[src/rtl/legv8_pkg.sv]
// LEGv8 issue-stage shared definitions: opcode patterns,
// ALU select encodings and the issue payload bundle.
package legv8_pkg;

    localparam int XLEN = 32;

    // Opcode patterns compared against instr[31:21] under a mask
    localparam logic [10:0] OP_ADD  = 11'b10001011000;
    localparam logic [10:0] OP_SUB  = 11'b11001011000;
    localparam logic [10:0] OP_AND  = 11'b10001010000;
    localparam logic [10:0] OP_ORR  = 11'b10101010000;
    localparam logic [10:0] OP_ADDI = 11'b10010001000;
    localparam logic [10:0] OP_SUBI = 11'b11010001000;
    localparam logic [10:0] OP_ANDI = 11'b10010010000;
    localparam logic [10:0] OP_ORRI = 11'b10110010000;
    localparam logic [10:0] OP_LDUR = 11'b11111000010;
    localparam logic [10:0] OP_STUR = 11'b11111000000;
    localparam logic [10:0] OP_CBZ  = 11'b10110100000;

    localparam logic [10:0] M_FULL = 11'b11111111111;
    localparam logic [10:0] M_IMM  = 11'b11111111110;
    localparam logic [10:0] M_CBZ  = 11'b11111111000;

    typedef enum logic [1:0] {
        SEL_AND = 2'b00,
        SEL_OR  = 2'b01,
        SEL_ADD = 2'b10,
        SEL_SUB = 2'b11
    } alu_sel_e;

    typedef struct packed {
        logic [XLEN-1:0] alu_a;
        logic [XLEN-1:0] alu_b;
        alu_sel_e        alu_select;
        logic            is_mem;
        logic            is_cbz;
    } issue_t;

    function automatic logic op_hit(
        input logic [10:0] op,
        input logic [10:0] pat,
        input logic [10:0] mask
    );
        return (op & mask) == (pat & mask);
    endfunction

endpackage

[src/rtl/legv8_issue_decode.sv]
// Combinational LEGv8 decoder: instruction word plus register
// values to ALU operands, select code and an illegal flag.
module legv8_issue_decode
    import legv8_pkg::*;
(
    input  logic [31:0]   i_instr,
    input  logic [XLEN-1:0] i_rn,
    input  logic [XLEN-1:0] i_rm,
    output issue_t        o_payload,
    output logic          o_illegal
);

    logic [10:0]     w_op;
    logic [XLEN-1:0] w_imm12;
    logic [XLEN-1:0] w_dt;
    logic            w_unused_bits;

    logic w_add, w_sub, w_and, w_orr;
    logic w_addi, w_subi, w_andi, w_orri;
    logic w_ldur, w_stur, w_cbz;

    assign w_op    = i_instr[31:21];
    assign w_imm12 = {{(XLEN-12){1'b0}}, i_instr[21:10]};
    assign w_dt    = {{(XLEN-9){i_instr[20]}}, i_instr[20:12]};

    // Rd/Rt/Rn fields are resolved by the register file upstream
    assign w_unused_bits = ^i_instr[9:0];

    assign w_add  = op_hit(w_op, OP_ADD,  M_FULL);
    assign w_sub  = op_hit(w_op, OP_SUB,  M_FULL);
    assign w_and  = op_hit(w_op, OP_AND,  M_FULL);
    assign w_orr  = op_hit(w_op, OP_ORR,  M_FULL);
    assign w_addi = op_hit(w_op, OP_ADDI, M_IMM);
    assign w_subi = op_hit(w_op, OP_SUBI, M_IMM);
    assign w_andi = op_hit(w_op, OP_ANDI, M_IMM);
    assign w_orri = op_hit(w_op, OP_ORRI, M_IMM);
    assign w_ldur = op_hit(w_op, OP_LDUR, M_FULL);
    assign w_stur = op_hit(w_op, OP_STUR, M_FULL);
    assign w_cbz  = op_hit(w_op, OP_CBZ,  M_CBZ);

    // One-hot opcode match selects operands and ALU function
    always_comb begin
        o_payload = '0;
        o_illegal = 1'b0;
        unique case (1'b1)
            w_add: begin
                o_payload.alu_a      = i_rn;
                o_payload.alu_b      = i_rm;
                o_payload.alu_select = SEL_ADD;
            end
            w_sub: begin
                o_payload.alu_a      = i_rn;
                o_payload.alu_b      = i_rm;
                o_payload.alu_select = SEL_SUB;
            end
            w_and: begin
                o_payload.alu_a      = i_rn;
                o_payload.alu_b      = i_rm;
                o_payload.alu_select = SEL_AND;
            end
            w_orr: begin
                o_payload.alu_a      = i_rn;
                o_payload.alu_b      = i_rm;
                o_payload.alu_select = SEL_OR;
            end
            w_addi: begin
                o_payload.alu_a      = i_rn;
                o_payload.alu_b      = w_imm12;
                o_payload.alu_select = SEL_ADD;
            end
            w_subi: begin
                o_payload.alu_a      = i_rn;
                o_payload.alu_b      = w_imm12;
                o_payload.alu_select = SEL_SUB;
            end
            w_andi: begin
                o_payload.alu_a      = i_rn;
                o_payload.alu_b      = w_imm12;
                o_payload.alu_select = SEL_AND;
            end
            w_orri: begin
                o_payload.alu_a      = i_rn;
                o_payload.alu_b      = w_imm12;
                o_payload.alu_select = SEL_OR;
            end
            w_ldur, w_stur: begin
                o_payload.alu_a      = i_rn;
                o_payload.alu_b      = w_dt;
                o_payload.alu_select = SEL_ADD;
                o_payload.is_mem     = 1'b1;
            end
            w_cbz: begin
                o_payload.alu_a      = i_rm;
                o_payload.alu_b      = '0;
                o_payload.alu_select = SEL_ADD;
                o_payload.is_cbz     = 1'b1;
            end
            default: begin
                o_illegal = 1'b1;
            end
        endcase
    end

endmodule

[src/rtl/legv8_alu_issue.sv]
// LEGv8 execute-issue stage: decode, 2-entry skid buffer with a
// registered ready, and a saturating illegal-opcode counter.
module legv8_alu_issue
    import legv8_pkg::*;
#(
    parameter int DATA_W = XLEN,
    parameter int CNT_W  = 16
) (
    input  logic              i_clk,
    input  logic              i_reset,
    input  logic              i_in_valid,
    output logic              o_in_ready,
    input  logic [31:0]       i_instr,
    input  logic [DATA_W-1:0] i_rn_data,
    input  logic [DATA_W-1:0] i_rm_data,
    input  logic              i_flush,
    output logic              o_out_valid,
    input  logic              i_out_ready,
    output logic [DATA_W-1:0] o_alu_a,
    output logic [DATA_W-1:0] o_alu_b,
    output logic [1:0]        o_alu_select,
    output logic              o_is_mem,
    output logic              o_is_cbz,
    output logic [CNT_W-1:0]  o_illegal_cnt
);

    issue_t           w_dec;
    logic             w_illegal;
    logic             w_accept;
    logic             w_push;
    logic             w_main_free;
    logic             w_skid_v_nxt;

    issue_t           r_main;
    issue_t           r_skid;
    logic             r_main_v;
    logic             r_skid_v;
    logic             r_in_ready;
    logic [CNT_W-1:0] r_cnt;

    legv8_issue_decode u_dec (
        .i_instr   (i_instr),
        .i_rn      (i_rn_data),
        .i_rm      (i_rm_data),
        .o_payload (w_dec),
        .o_illegal (w_illegal)
    );

    assign w_accept    = i_in_valid && r_in_ready;
    assign w_push      = w_accept && !w_illegal;
    assign w_main_free = !r_main_v || i_out_ready;

    // Skid holds an entry only while main is stuck and a push arrives
    always_comb begin
        w_skid_v_nxt = 1'b0;
        if (!w_main_free) begin
            w_skid_v_nxt = r_skid_v || w_push;
        end
    end

    // Main/skid registers; skid refills main whenever main drains
    always_ff @(posedge i_clk) begin
        if (i_reset) begin
            r_main     <= '0;
            r_skid     <= '0;
            r_main_v   <= 1'b0;
            r_skid_v   <= 1'b0;
            r_in_ready <= 1'b1;
        end else if (i_flush) begin
            r_main_v   <= 1'b0;
            r_skid_v   <= 1'b0;
            r_in_ready <= 1'b1;
        end else begin
            if (w_main_free) begin
                if (r_skid_v) begin
                    r_main   <= r_skid;
                    r_main_v <= 1'b1;
                end else if (w_push) begin
                    r_main   <= w_dec;
                    r_main_v <= 1'b1;
                end else begin
                    r_main_v <= 1'b0;
                end
            end else if (w_push) begin
                r_skid <= w_dec;
            end
            r_skid_v   <= w_skid_v_nxt;
            r_in_ready <= !w_skid_v_nxt;
        end
    end

    // Saturating count of accepted-but-dropped illegal words
    always_ff @(posedge i_clk) begin
        if (i_reset) begin
            r_cnt <= '0;
        end else if (!i_flush && w_accept && w_illegal
                     && (r_cnt != {CNT_W{1'b1}})) begin
            r_cnt <= r_cnt + 1'b1;
        end
    end

    assign o_in_ready    = r_in_ready;
    assign o_out_valid   = r_main_v;
    assign o_alu_a       = r_main.alu_a;
    assign o_alu_b       = r_main.alu_b;
    assign o_alu_select  = r_main.alu_select;
    assign o_is_mem      = r_main.is_mem;
    assign o_is_cbz      = r_main.is_cbz;
    assign o_illegal_cnt = r_cnt;

endmodule

[config.mk]
export PLATFORM = sky130hd
export DESIGN_NAME = legv8_alu_issue
export DESIGN_NICKNAME = d
export VERILOG_FILES = /design/src/rtl/legv8_pkg.sv /design/src/rtl/legv8_issue_decode.sv /design/src/rtl/legv8_alu_issue.sv
export SDC_FILE = /design/constraint.sdc
export NUM_CORES = 1
export LEC_CHECK = 0
export CAP_MARGIN = 20
export CORE_ASPECT_RATIO = 0.6
export CORE_MARGIN = 5
export CORE_UTILIZATION = 49
export CTS_CLUSTER_DIAMETER = 40
export DETAILED_ROUTE_END_ITERATION = 6
export GPL_TIMING_DRIVEN = 0
export PLACE_DENSITY_LB_ADDON = 0.12
export SLEW_MARGIN = 5
export SYNTH_ARGS = -nofsm -noshare
export SYNTH_HDL_FRONTEND = slang
export SYNTH_SLANG_ARGS = --single-unit
[constraint.sdc]
create_clock -name i_clk -period 2.9 [get_ports i_clk]
set_clock_uncertainty 0.1 [all_clocks]
set_input_delay 0.29 -clock i_clk [delete_from_list [all_inputs] [get_ports i_clk]]
set_output_delay 0.29 -clock i_clk [all_outputs]
set_load 0.02 [all_outputs]
=== Yosys cells after proc, flatten, opt, wreduce, memory -nomap -nowiden ===
Cells that the tools add are included.

* Logic and storage cells: 54
* Output and inout bits: 86
* Input bits: 101
* Register bits: 155

* Add/sub/neg operators: 1
* Reduce and logical (&&, ||, !) cells: 16
* Multiplexer cells: 9
* Bitwise operators: 2
* Eq/ne operators: 12

{| class="wikitable"
|+ Operators with widths
! kind !! number
|-
| $pmux W66 S10 || 1
|-
| $mux W68 || 2
|-
| $eq A11 B11 Y1 const B || 6
|-
| $eq A10 B10 Y1 const B || 4
|-
| $add A16 B1 Y16 const B || 1
|-
| $ne A16 B16 Y1 const B || 1
|-
| $reduce_or A11 Y1 || 1
|-
| $eq A8 B8 Y1 const B || 1
|-
| $mux W1 || 6
|-
| $reduce_and A3 Y1 || 2
|-
| $logic_and A1 B1 Y1 || 5
|-
| $reduce_or A2 Y1 || 2
|-
| $logic_not A1 Y1 || 3
|-
| $logic_or A1 B1 Y1 || 2
|-
| $not A1 Y1 || 2
|-
| $reduce_bool A2 Y1 || 1
|}

=== Longest topological paths before layout ===
* Depth in word-level cells: 6
* Mapped depth: 8
* Depth with buffers taken out: 6

=== Cells and area by module ===
A second synthesis with hierarchy kept.

* Cell total of the unflattened synthesis: 830
* Area, all modules: 7113.1 sq um

{| class="wikitable"
|+ Modules (own cells, without submodules)
! module !! times used !! area an instance (sq um) !! cells an instance !! seq. area each (sq um)
|-
| legv8_alu_issue || 1 || 6243.5 || 714 || 3103.0
|-
| legv8_issue_decode || 1 || 869.6 || 116 || 0.0
|}

=== Worst setup path after synthesis ===
Ideal clock, no wire load.

* Path type: register to register
* Start point: reg r_cnt[4], in the netlist o_illegal_cnt[4]
* End point: reg r_cnt[15], in the netlist o_illegal_cnt[15]
* Slack: 0.615 ns
* Cell stages (with the launch flop): 9
* Setup time: 0.070 ns
* Data arrival time: 2.115 ns
* Path buffers: 2
* Period minus slack after synthesis: 2.285 ns
* Required time: 2.730 ns
* Cell sequence: dfxtp_1 > and3_1 > and2_1 > and4_1 > clkbuf_1 > or3_1 > buf_2 > or4_1 > a21oi_1

* Cells in the longest elaborated chain, start to end: 2
* Elaborated cells on any way between the ends: 3
* Those cells by class: add/sub: 1; eq/ne: 1; reduce/logical: 1

{| class="wikitable"
|+ Ends and longest elaborated chain
! element !! line !! source
|-
| from (decl) || legv8_alu_issue.sv:39 || <nowiki>logic [CNT_W-1:0] r_cnt;</nowiki>
|-
| from (signal assigned) || legv8_alu_issue.sv:98 || <nowiki>r_cnt <= r_cnt + 1'b1;</nowiki>
|-
| parallel branches: the longest is 2 deep, another holds $add A16 B1 Y16 || n/a ||
|}

Several ways; the timed one is not identified.
A chain may end at the register's enable or synchronous reset.

=== Worst setup path after layout ===
* Start point: in i_instr[31]
* End point: reg r_main (netlist bit o_alu_a[28])

* Cells in the longest elaborated chain, start to end: 5
* Elaborated cells on any way between the ends: 19
* Those cells by class: eq/ne: 11; mux: 3; reduce/logical: 5

{| class="wikitable"
|+ Ends and longest elaborated chain
! element !! line !! source
|-
| from (decl) || legv8_alu_issue.sv:13 || <nowiki>input logic [31:0] i_instr,</nowiki>
|-
| $eq A11 B11 Y1 (tied with other cells) || legv8_pkg.sv:44 || <nowiki>return (op & mask) == (pat & mask);</nowiki>
|-
| $reduce_or A2 Y1 or $reduce_or A11 Y1 (tied branches) || n/a ||
|-
| $pmux W66 S10 or $logic_and A1 B1 Y1 (tied branches) || legv8_issue_decode.sv:45, legv8_alu_issue.sv:50 ||
|-
| $mux W68 or $reduce_bool A2 Y1 (tied branches) || n/a ||
|-
| $mux W68 or $reduce_and A3 Y1 (tied branches) || n/a ||
|-
| to (signal assigned) || legv8_alu_issue.sv:76 || <nowiki>r_main <= r_skid;</nowiki>
|-
| to (signal assigned) || legv8_alu_issue.sv:79 || <nowiki>r_main <= w_dec;</nowiki>
|-
| to (decl) || legv8_alu_issue.sv:34 || <nowiki>issue_t r_main;</nowiki>
|}

Several ways; a longest one is shown, not always the timed one. The select of a mux whose other input is x is not followed.

==> impl_metrics.tcl <==
set metrics [dict create \
    startpoint "i_instr[31]" \
    crit_chain "clkdlybuf4s50_1 -> or3b_1 -> nor3_1 -> o21bai_4 -> and3_1 -> buf_2 -> nor2_4 -> buf_2 -> a211oi_1" \
    ctsLongestPathBuffers 2 \
    firstDrtPassIters 6 \
    vias 8332 \
    syn-num-nets 1029 \
    clk_latency_ps 430 \
    syn_area_per_cell_sq_um 8.08 \
    setup_violations 0 \
    fin_util 0.665 \
    n_fill_cell 1306 \
    cp.arrival_ps 2960 \
    synth_top_family_by_area "compound AO/OA/AOI/OAI gates" \
    crit_family "simple AND/OR/NAND/NOR gates" \
    n_antenna_cell 0 \
    power_mw 4.60 \
    total_leakage_power_nw 3.14 \
    synthCells 927 \
    fin_crit_sh 0.959 \
    hold_violations 0 \
    synth_xor_area_frac 0 \
    status "finished clean" \
    synthAdderAreaFrac 0.00167 \
    fin_ws_ps 119 \
    synth_warnings 0 \
    place.gp.congestion 0.934 \
    dieArea_sq_um 17900 \
    grt_max_degree 17 \
    die_height_um 106 \
    pre_cts_ws_ps -618 \
    synthSimpleGateAreaFrac 0.198 \
    min_period_ps 2780 \
    crit_buf_inv 3 \
    area_growth_pct 34.6 \
    rows 35 \
    reg2reg_from "o_out_valid" \
    track_usage 0.293 \
    coreArea_sq_um 15200 \
    yosysTopAreaCellShare 0.414 \
    wl_per_cell_um 20.5 \
    tightest_slew_ps 885 \
    synth_mux_area_frac 0.0114 \
    cts.sinks 155 \
    synthArstFlopShare 0 \
    cpMaxStageDelayCell "clkdlybuf4s50_1" \
    synth-compound-area-share 0.313 \
    ant_nets 0 \
    cp_max_fo 10 \
    hold_start "i_reset" \
    synth_area_leaders "dfxtp_1 (41%), a21oi_1 (6.9%), a211oi_1 (6.8%), nor2_1 (5.5%), nand2_1 (4.8%)" \
    timing.final.max_slew_violations 0 \
    hp-class "primary input to register" \
    grt_pass1_vias 7473 \
    h-tree-depth 4 \
    cts_tree "done" \
    wirelength_um 27400 \
    criticalPathCategory "primary input to register" \
    grt_setup_unrepaired "yes" \
    io_pins 187 \
    vias_per_cell 6.23 \
    fin_setup_tns_ps 0 \
    portBuffers 175 \
    cts_root_buf "clkbuf_16" \
    synth.distinct_cells 51 \
    grt.overflow.total 0 \
    numCtsBuffers 17 \
    ir_drop_mv 0.372 \
    worstPathRequired_ps 3080 \
    synth_seq_cells 155 \
    crit_path_frequent_cell "buf_2" \
    nets 1224 \
    fp.dieW_um 170 \
    synth_area_sq_um 7490 \
    ys_seq_area_frac 0.414 \
    cp-end-kind "register" \
    fmax_mhz 360 \
    grt_pass1_wl_um 42000 \
    multi_input_area_sq_um 3950 \
    synth_top_area_cell "dfxtp_1" \
    antenna_found_initial 1 \
    start_util 0.494 \
    hpwlAfterDp_um 20200 \
    dr.first_iter.drc_count 1058 \
    worst_setup_path_start_kind "primary input" \
    drc_errors 0 \
    final_layout_size_suffix_gt1_frac 0.0749 \
    cpPeakStageDelay_ps 510 \
    drv_cap 0 \
    postCtsHoldBufs 0 \
    synth_edf_count 0 \
    powerDensity_nw_per_um2 456 \
    max_slew_margin 0.406 \
    final-seq-area_sq_um 3100 \
    clk_pin_slew_worst_paths_ps 70 \
    ys.flop_type "dfxtp_1" \
]
-- state kept, by name, indices dropped and copies added, names as in the netlist, 2 cells and up --
| register | cells |
|---|---|
| o_alu_a | 32 |
| o_alu_b | 32 |
| o_alu_select | 2 |
| o_illegal_cnt | 16 |
| r_skid | 68 |
-- kinds of logic (layout without fill, tap and decap cells) --
family,count (synthesis),after routing
mux,8,8
buf+inv,110,318
simple gates,311,311
fa+ha+maj,1,1
compound gates,342,342
flops,155,155
-- stage by stage --
step                cell area [sq um]  cells  hold slack [ps]
CTS                             10100   1338              312
global route                    10100   1338              339
detailed placement               9490   1305              365
global placement                 9490   1305              362
finish                          10100   1338              309
floorplan                        7490    927              268
-- metal layers --
metal / GRT usage / vias up / share of wire
li1: - / 3836 / -
met1: 0.449 / 3954 / 0.46
met2: 0.403 / 504 / 0.40
met3: 0.0843 / 36 / 0.12
met4: 0.0597 / 2 / 0.012
met5: 0 / - / 0.00055
-- worst min-delay path, delay by kind of cell --
kind	cells	cell delay (ps)
buffers and inverters	1	210
and+or+nand+nor	1	160
muxes	1	150
-- final cells by class --
class / count / share of cell area
Timing Repair Buffer: 176 / 0.175
Buffer: 93 / 0.0401
Inverter: 17 / 0.00633
Clock inverter: 13 / 0.0107
Clock buffer: 19 / 0.0439
Tap cell: 203 / 0.0252
Multi-Input combinational cell: 662 / 0.391
Sequential cell: 155 / 0.308
-- cell usage in the layout (no fill, tap or decap), types with 17 or more instances in the layout --
cell             instances
a311oi_1                37
o21ai_0                 53
clkbuf_1                55
nor2_1                 110
nand2b_1                26
a211oi_1                68
a221oi_1                32
a21oi_1                103
inv_1                   17
nand2_1                 95
clkdlybuf4s50_1        175
dfxtp_1                155
clkbuf_16               17
buf_2                   27
o211ai_1                19
-- Yosys cell counts, types with 2 or more instances --
master	n
dfxtp_1	155
nor2_1	110
a21oi_1	103
nand2_1	95
a211oi_1	68
clkbuf_1	56
o21ai_0	53
a311oi_1	37
a221oi_1	32
buf_2	27
nand2b_1	26
o211ai_1	19
inv_1	17
nand4_1	14
or4_1	10
o31ai_1	9
a222oi_1	8
nand3_1	8
or3_1	7
nor2b_1	6
nor3_1	6
buf_1	5
buf_4	5
mux2_2	4
mux2i_1	4
nor4_1	4
and3_1	3
nand4b_1	3
nor3b_1	3
or2_2	3
a31oi_4	2
and2_1	2
nor2_2	2
o211a_1	2
o21a_1	2
or3b_1	2
-- final timing paths --
check | endpoint | slack, ps | cells after the start
worst max-delay path | o_alu_a[28] | 120 | 9
worst min-delay path | o_illegal_cnt[8] | 310 | 3
worst max register to register | o_alu_b[10] | 250 | 8
worst min register to register | o_alu_select[0] | 380 | 2
-- power by group --
part | internal [mW] | switching, mW | leakage [nW]
logic | 0.145 | 0.172 | 1.63
registers | 2.13 | 0.00362 | 1.25
clock network | 1.14 | 1.01 | 0.260
-- repair_timing --
action,4_1_cts,5_1_grt
hold endpoints to repair,0,0
endpoints found under the setup margin,50,56
pin swaps,1,1
buffers inserted,1,0
gates resized for setup,0,8
No activity file was read; power rests on OpenSTA's default activity.
